### src/rtl/demux_pkg.sv
// rtl/demux_pkg.sv - shared sizing constants for the 1-to-8 demultiplexer
package demux_pkg;
    localparam int DEFAULT_WIDTH = 3;
    localparam int SEL_W         = 3;
    localparam int NUM_OUT       = 8;
endpackage

### src/rtl/demux1x8_if.sv
// rtl/demux1x8_if.sv - routed data, select/enable inputs and registered outputs of demux1x8
interface demux1x8_if
    import demux_pkg::*;
#(
    parameter int WIDTH = DEFAULT_WIDTH
);
    logic [WIDTH-1:0]   I;
    logic [SEL_W-1:0]   S;
    logic               E;
    logic [WIDTH-1:0]   I1, I2, I3, I4, I5, I6, I7, I8;
    logic [NUM_OUT-1:0] V;

    modport master (
        output I, S, E,
        input  I1, I2, I3, I4, I5, I6, I7, I8, V
    );

    modport slave (
        input  I, S, E,
        output I1, I2, I3, I4, I5, I6, I7, I8, V
    );
endinterface

### src/rtl/decoder3to8.sv
// rtl/decoder3to8.sv - enable-gated 3-to-8 one-hot decoder
module decoder3to8
    import demux_pkg::*;
(
    input  logic [SEL_W-1:0]   s_i,
    input  logic               e_i,
    output logic [NUM_OUT-1:0] mask_o
);
    always_comb begin
        mask_o = '0;
        if (e_i) begin
            mask_o = NUM_OUT'(1) << s_i;
        end
    end
endmodule

### src/rtl/demux1x8.sv
// rtl/demux1x8.sv - registered 1-to-8 demultiplexer with one-hot valid
module demux1x8
    import demux_pkg::*;
#(
    parameter int WIDTH = DEFAULT_WIDTH
) (
    input  logic      clk,
    input  logic      rst_n,
    demux1x8_if.slave bus
);
    logic [NUM_OUT-1:0] mask;
    logic [WIDTH-1:0]   out_d [NUM_OUT];
    logic [WIDTH-1:0]   out_q [NUM_OUT];
    logic [NUM_OUT-1:0] v_q;

    decoder3to8 u_dec (
        .s_i    (bus.S),
        .e_i    (bus.E),
        .mask_o (mask)
    );

    // The mask is zero when disabled, so every lane clears on the same edge.
    always_comb begin
        for (int k = 0; k < NUM_OUT; k++) begin
            out_d[k] = bus.I & {WIDTH{mask[k]}};
        end
    end

    always_ff @(posedge clk or negedge rst_n) begin
        if (!rst_n) begin
            for (int k = 0; k < NUM_OUT; k++) begin
                out_q[k] <= '0;
            end
            v_q <= '0;
        end else begin
            for (int k = 0; k < NUM_OUT; k++) begin
                out_q[k] <= out_d[k];
            end
            v_q <= mask;
        end
    end

    assign bus.I1 = out_q[0];
    assign bus.I2 = out_q[1];
    assign bus.I3 = out_q[2];
    assign bus.I4 = out_q[3];
    assign bus.I5 = out_q[4];
    assign bus.I6 = out_q[5];
    assign bus.I7 = out_q[6];
    assign bus.I8 = out_q[7];
    assign bus.V  = v_q;
endmodule

### src/flat_wrapper.sv
// flat-port wrapper written by rule: the top's interface ports become plain ports
module demux1x8_flat import demux_pkg::*;
#(
    parameter int WIDTH = DEFAULT_WIDTH
)
  (clk, rst_n, bus_I, bus_S, bus_E, bus_I1, bus_I2, bus_I3, bus_I4, bus_I5, bus_I6, bus_I7, bus_I8, bus_V);
  demux1x8_if #(.WIDTH(WIDTH)) bus_i ();
  input  logic clk;
  input  logic rst_n;
  input wire logic [$bits(bus_i.I)-1:0] bus_I;
  input wire logic [$bits(bus_i.S)-1:0] bus_S;
  input wire logic [$bits(bus_i.E)-1:0] bus_E;
  output wire logic [$bits(bus_i.I1)-1:0] bus_I1;
  output wire logic [$bits(bus_i.I2)-1:0] bus_I2;
  output wire logic [$bits(bus_i.I3)-1:0] bus_I3;
  output wire logic [$bits(bus_i.I4)-1:0] bus_I4;
  output wire logic [$bits(bus_i.I5)-1:0] bus_I5;
  output wire logic [$bits(bus_i.I6)-1:0] bus_I6;
  output wire logic [$bits(bus_i.I7)-1:0] bus_I7;
  output wire logic [$bits(bus_i.I8)-1:0] bus_I8;
  output wire logic [$bits(bus_i.V)-1:0] bus_V;
  assign bus_i.I = bus_I;
  assign bus_i.S = bus_S;
  assign bus_i.E = bus_E;
  assign bus_I1 = bus_i.I1;
  assign bus_I2 = bus_i.I2;
  assign bus_I3 = bus_i.I3;
  assign bus_I4 = bus_i.I4;
  assign bus_I5 = bus_i.I5;
  assign bus_I6 = bus_i.I6;
  assign bus_I7 = bus_i.I7;
  assign bus_I8 = bus_i.I8;
  assign bus_V = bus_i.V;
  demux1x8 #(.WIDTH(WIDTH)) u_core (.clk(clk), .rst_n(rst_n), .bus(bus_i));
endmodule
### config.mk
export PLATFORM = sky130hd
export DESIGN_NAME = demux1x8_flat
export DESIGN_NICKNAME = d
export VERILOG_FILES = /design/src/rtl/demux_pkg.sv /design/src/rtl/demux1x8_if.sv /design/src/rtl/decoder3to8.sv /design/src/rtl/demux1x8.sv /design/src/flat_wrapper.sv
export SDC_FILE = /design/constraint.sdc
export NUM_CORES = 1
export LEC_CHECK = 0
export BUFFER_PORTS_ARGS = -buffer_cell sky130_fd_sc_hd__buf_2
export CORE_MARGIN = 2
export CORE_UTILIZATION = 50
export CTS_CLUSTER_SIZE = 25
export DETAILED_ROUTE_END_ITERATION = 8
export GPL_TIMING_DRIVEN = 0
export PLACE_DENSITY = 0.89
export SLEW_MARGIN = 20
export SYNTH_ARGS = -nofsm -noshare
export SYNTH_HDL_FRONTEND = slang
export SYNTH_SLANG_ARGS = --single-unit
### constraint.sdc
create_clock -name clk -period 0.8 [get_ports clk]
set_input_delay 0.12 -clock clk [delete_from_list [all_inputs] [get_ports clk]]
set_output_delay 0.12 -clock clk [all_outputs]
set_load 0.05 [all_outputs]
# Yosys cells after proc, flatten, opt, wreduce, memory -nomap -nowiden
# Cells that the tools add are included.
dict set report word_totals {
  regBits 32
  inputBits 9
}
dict set report op_classes {
  shifts 1
  mux 1
  bitwise_logic 8
}
# operator n
set ops {}
lappend ops {{$and 3x3->3} 8}
lappend ops {{$mux 8} 1}
lappend ops {{$shl 1x3->8 const A} 1}

# Logic depth before layout (Yosys ltp)
dict set report logic_depth {
  word_depth 3
  mapped_depth 3
}

# Hierarchy
# A second synthesis with hierarchy kept.
dict set report unflattened {
  cells_unflattened 64
  hier_area_um2 1046.0
}
# module n_inst cells_each area_each_um2
set by_module_without_submodules {}
lappend by_module_without_submodules {demux1x8 1 56 950.9}
lappend by_module_without_submodules {decoder3to8 1 8 95.1}

# Least setup slack after synthesis
# OpenSTA, ideal clock, no wires.
dict set report synth_timing {
  path_kind {register to output}
  startpoint {reg u_core.out_q (netlist bit u_core.bus.I1[0])}
  endpoint {out bus_I1[0]}
  arrival_time_ns 0.586
  t_required_ns 0.680
  setup_slack_ns 0.094
  stages_incl_launch_ff 1
  cell_sequence {dfrtp_1}
}
# element line
set synth_lines {}
lappend synth_lines {{start: declaration} demux1x8.sv:13} ;# logic [WIDTH-1:0] out_q [NUM_OUT];
lappend synth_lines {{start signal: indexed assignment} demux1x8.sv:37} ;# out_q[k] <= out_d[k];
lappend synth_lines {{end: declaration} flat_wrapper.sv:13} ;# output wire logic [$bits(bus_i.I1)-1:0] bus_I1;
# No word-level cell between the ends.

# Worst setup path in the final report
dict set report layout_timing {
  startpoint {reg u_core.out_q (netlist bit u_core.bus.I6[2])}
  endpoint {out bus_I6[2]}
}
# element line
set layout_lines {}
lappend layout_lines {{end: declaration} flat_wrapper.sv:18} ;# output wire logic [$bits(bus_i.I6)-1:0] bus_I6;
# No word-level cell between the ends.

==> reports/metrics.yaml <==
detailed_routing:
  drt-total-wl_mm: 2.22
  drc_errors: 0
  firstDrtPassIters: 5
  vias_per_cell: 5.05
  detail_route.iter0.violations: 21
  routedWlPerCell_um: 14.3
  antenna_left: 0
  vias: 782
synthesis:
  yosys_warnings: 0
  syn_inst: 81
  synth_area_um2: 1090
  avgSynthCellArea_um2: 13.5
  ys_types: 11
  ys_seq_area_share_pct: 73.2
  syn_nets: 90
  ys_ff_latch: 32
sta:
  max-slew-margin-rel_pct: 56.6
  timing.hold.ws_ns: -0.191
  worst_pin_slew_ns: 0.650
  fmax_ghz: 0.997
  worst_slack_ns: -0.203
  finalHoldViolCount: 32
  finalSetupViolCount: 33
  period_minus_slack_ns: 1.00
  slew_viol_final: 0
  rsz0062_at_grt: "yes"
  setup_tns_ns: -5.83
  min_period_over_period_pct: 125
floorplan:
  core_um2: 2020
  dieWidth_um: 50.8
  fp.dieH_um: 50.8
  dieArea_um2: 2580
  initial_core_util_pct: 54.1
  fp-row-count: 16
  io_pins: 41
worst_hold_path:
  hold_path_class: "input port to asynchronous set/reset pin"
placed_design:
  io_buffers: 39
  dpl_cell_area_um2: 1320
  pre_cts_ws_ns: -0.00692
  place_congestion: 0.787
  hpwl_mm: 1.54
global_routing:
  grt-ovfl-total: 0
  grt_pass1_vias: 745
  grt_first_pass_wirelength_mm: 3.50
  grt_max_degree: 33
  grt_use_total_pct: 20.6
  antenna_found_initial: 0
clock_tree:
  cts_tree: "done"
  htreeDepth: 2
  cts_buffer_depth: 2
  clk_pin_slew_worst_paths_ns: 0.09
  cts_setup_buffers: 0
  numCtsBuffers: 5
  cts.sinks: 32
  root_buffer: "clkbuf_4"
job:
  maxCapViolCount: 0
pwr:
  p_total_mw: 2.82
  peakVddDrop_mv: 1.60
  p_leak_nw: 0.799
  p_per_area_nw_per_um2: 1790
setup_path:
  end_kind: "primary output"
  cp_cell_sequence: "buf_6"
  arrival_ns: 0.88
  critPathLaunchType: "register"
  critPathKind: "register to primary output"
  crit_family: "flip-flops"
  slowest_stage: "dfrtp_1"
  startpoint: "u_core.bus.I6[2]"
  cp_max_fo: 1
  slowest_delay_ns: 0.40
  crit_required_ns: 0.68
  cp_num_buf_inv: 1
outcome:
  violations: "negative hold slack, negative setup slack"
  status: "finished, violations left"
layout:
  layout_common_cells: "35 x buf_6, 32 x dfrtp_1, 20 x nor2_1"
  area_growth_pct: 44.4
  final_cell_area_um2: 1580
  n_antenna_cell: 0
  final_common_cell: "buf_6"
  layout.nets: 137
  fill_cells: 113
  drive_gt1_share_pct: 44.5
flip-flops by register name, indices dropped and copies added (netlist names):
| name | flops |
|---|---|
| u_core.bus.I1 | 3 |
| u_core.bus.I3 | 3 |
| u_core.bus.I4 | 3 |
| u_core.bus.I5 | 3 |
| u_core.bus.I7 | 3 |
| u_core.bus.I2 | 3 |
| u_core.bus.I8 | 3 |
| u_core.bus.I6 | 3 |
| u_core.bus.V | 8 |
logic make-up (layout without fill, tap and decap cells):
family                 after synthesis  in the layout  synth area share, %
and+or+nand+nor                     45             45                 23.0
buffers and inverters                4             51                 3.78
DFF                                 32             32                 73.2
report_power, final:
group | switching, mW | leakage, nW | internal [mW]
combinational | 0.244 | 0.329 | 0.119
clock | 0.480 | 0.0281 | 0.323
sequential | 0.0142 | 0.442 | 1.65
total | 0.738 | 0.799 | 2.09
through the flow:
stage                     std cells  util [%]
after floorplan                  81         -
after global placement          147      65.4
after detailed placement        147      65.4
after CTS                       154      77.6
after global routing            155      78.1
final                           155      78.1
synthesized netlist by cell type:
master / instances / area [um2]
nor2_1: 20 / 75.1
nand2b_4: 2 / 27.5
nor3_2: 6 / 60.1
nand2b_1: 3 / 18.8
nor3_1: 6 / 30.0
dfrtp_1: 32 / 801
buf_6: 3 / 33.8
buf_4: 1 / 7.51
nand2_1: 4 / 15.0
nand3_1: 2 / 10.0
nand3b_1: 2 / 15.0
worst paths after layout:
path                       slack (ns)          endpoint  cells after the start
max in group asynchronous        0.57  u_core.bus.I2[0]                      1
setup / recovery                -0.20         bus_I6[2]                      1
min in group clk                 0.07  u_core.bus.I6[2]                      3
hold / removal                  -0.19  u_core.bus.I8[1]                      1
area by class of cell:
| class | instances | area (um2) | share of cell area, % |
|---|---|---|---|
| Sequential cell | 32 | 801 | 50.7 |
| Timing Repair Buffer | 40 | 405 | 25.7 |
| Multi-Input combinational cell | 45 | 251 | 15.9 |
| Clock buffer | 6 | 41.3 | 2.61 |
| Buffer | 4 | 41.3 | 2.61 |
| Tap cell | 27 | 33.8 | 2.14 |
| Clock inverter | 1 | 5.00 | 0.317 |
per-layer routing:
layer / vias to the layer above / wire, um / track usage, %
li1: 350 / - / -
met1: 382 / 813 / 22.8
met2: 44 / 1170 / 32.0
met3: 6 / 150 / 8.04
met4: 0 / 87 / 14.9
met5: - / 0 / 0
repair_timing:
action,CTS,global route
cloned,0,0
endpoints found under the setup margin,32,32
hold endpoints to repair,32,34
pin swaps,0,0
resized for setup,64,0
Note: power is estimated with default switching activity, not from simulation.
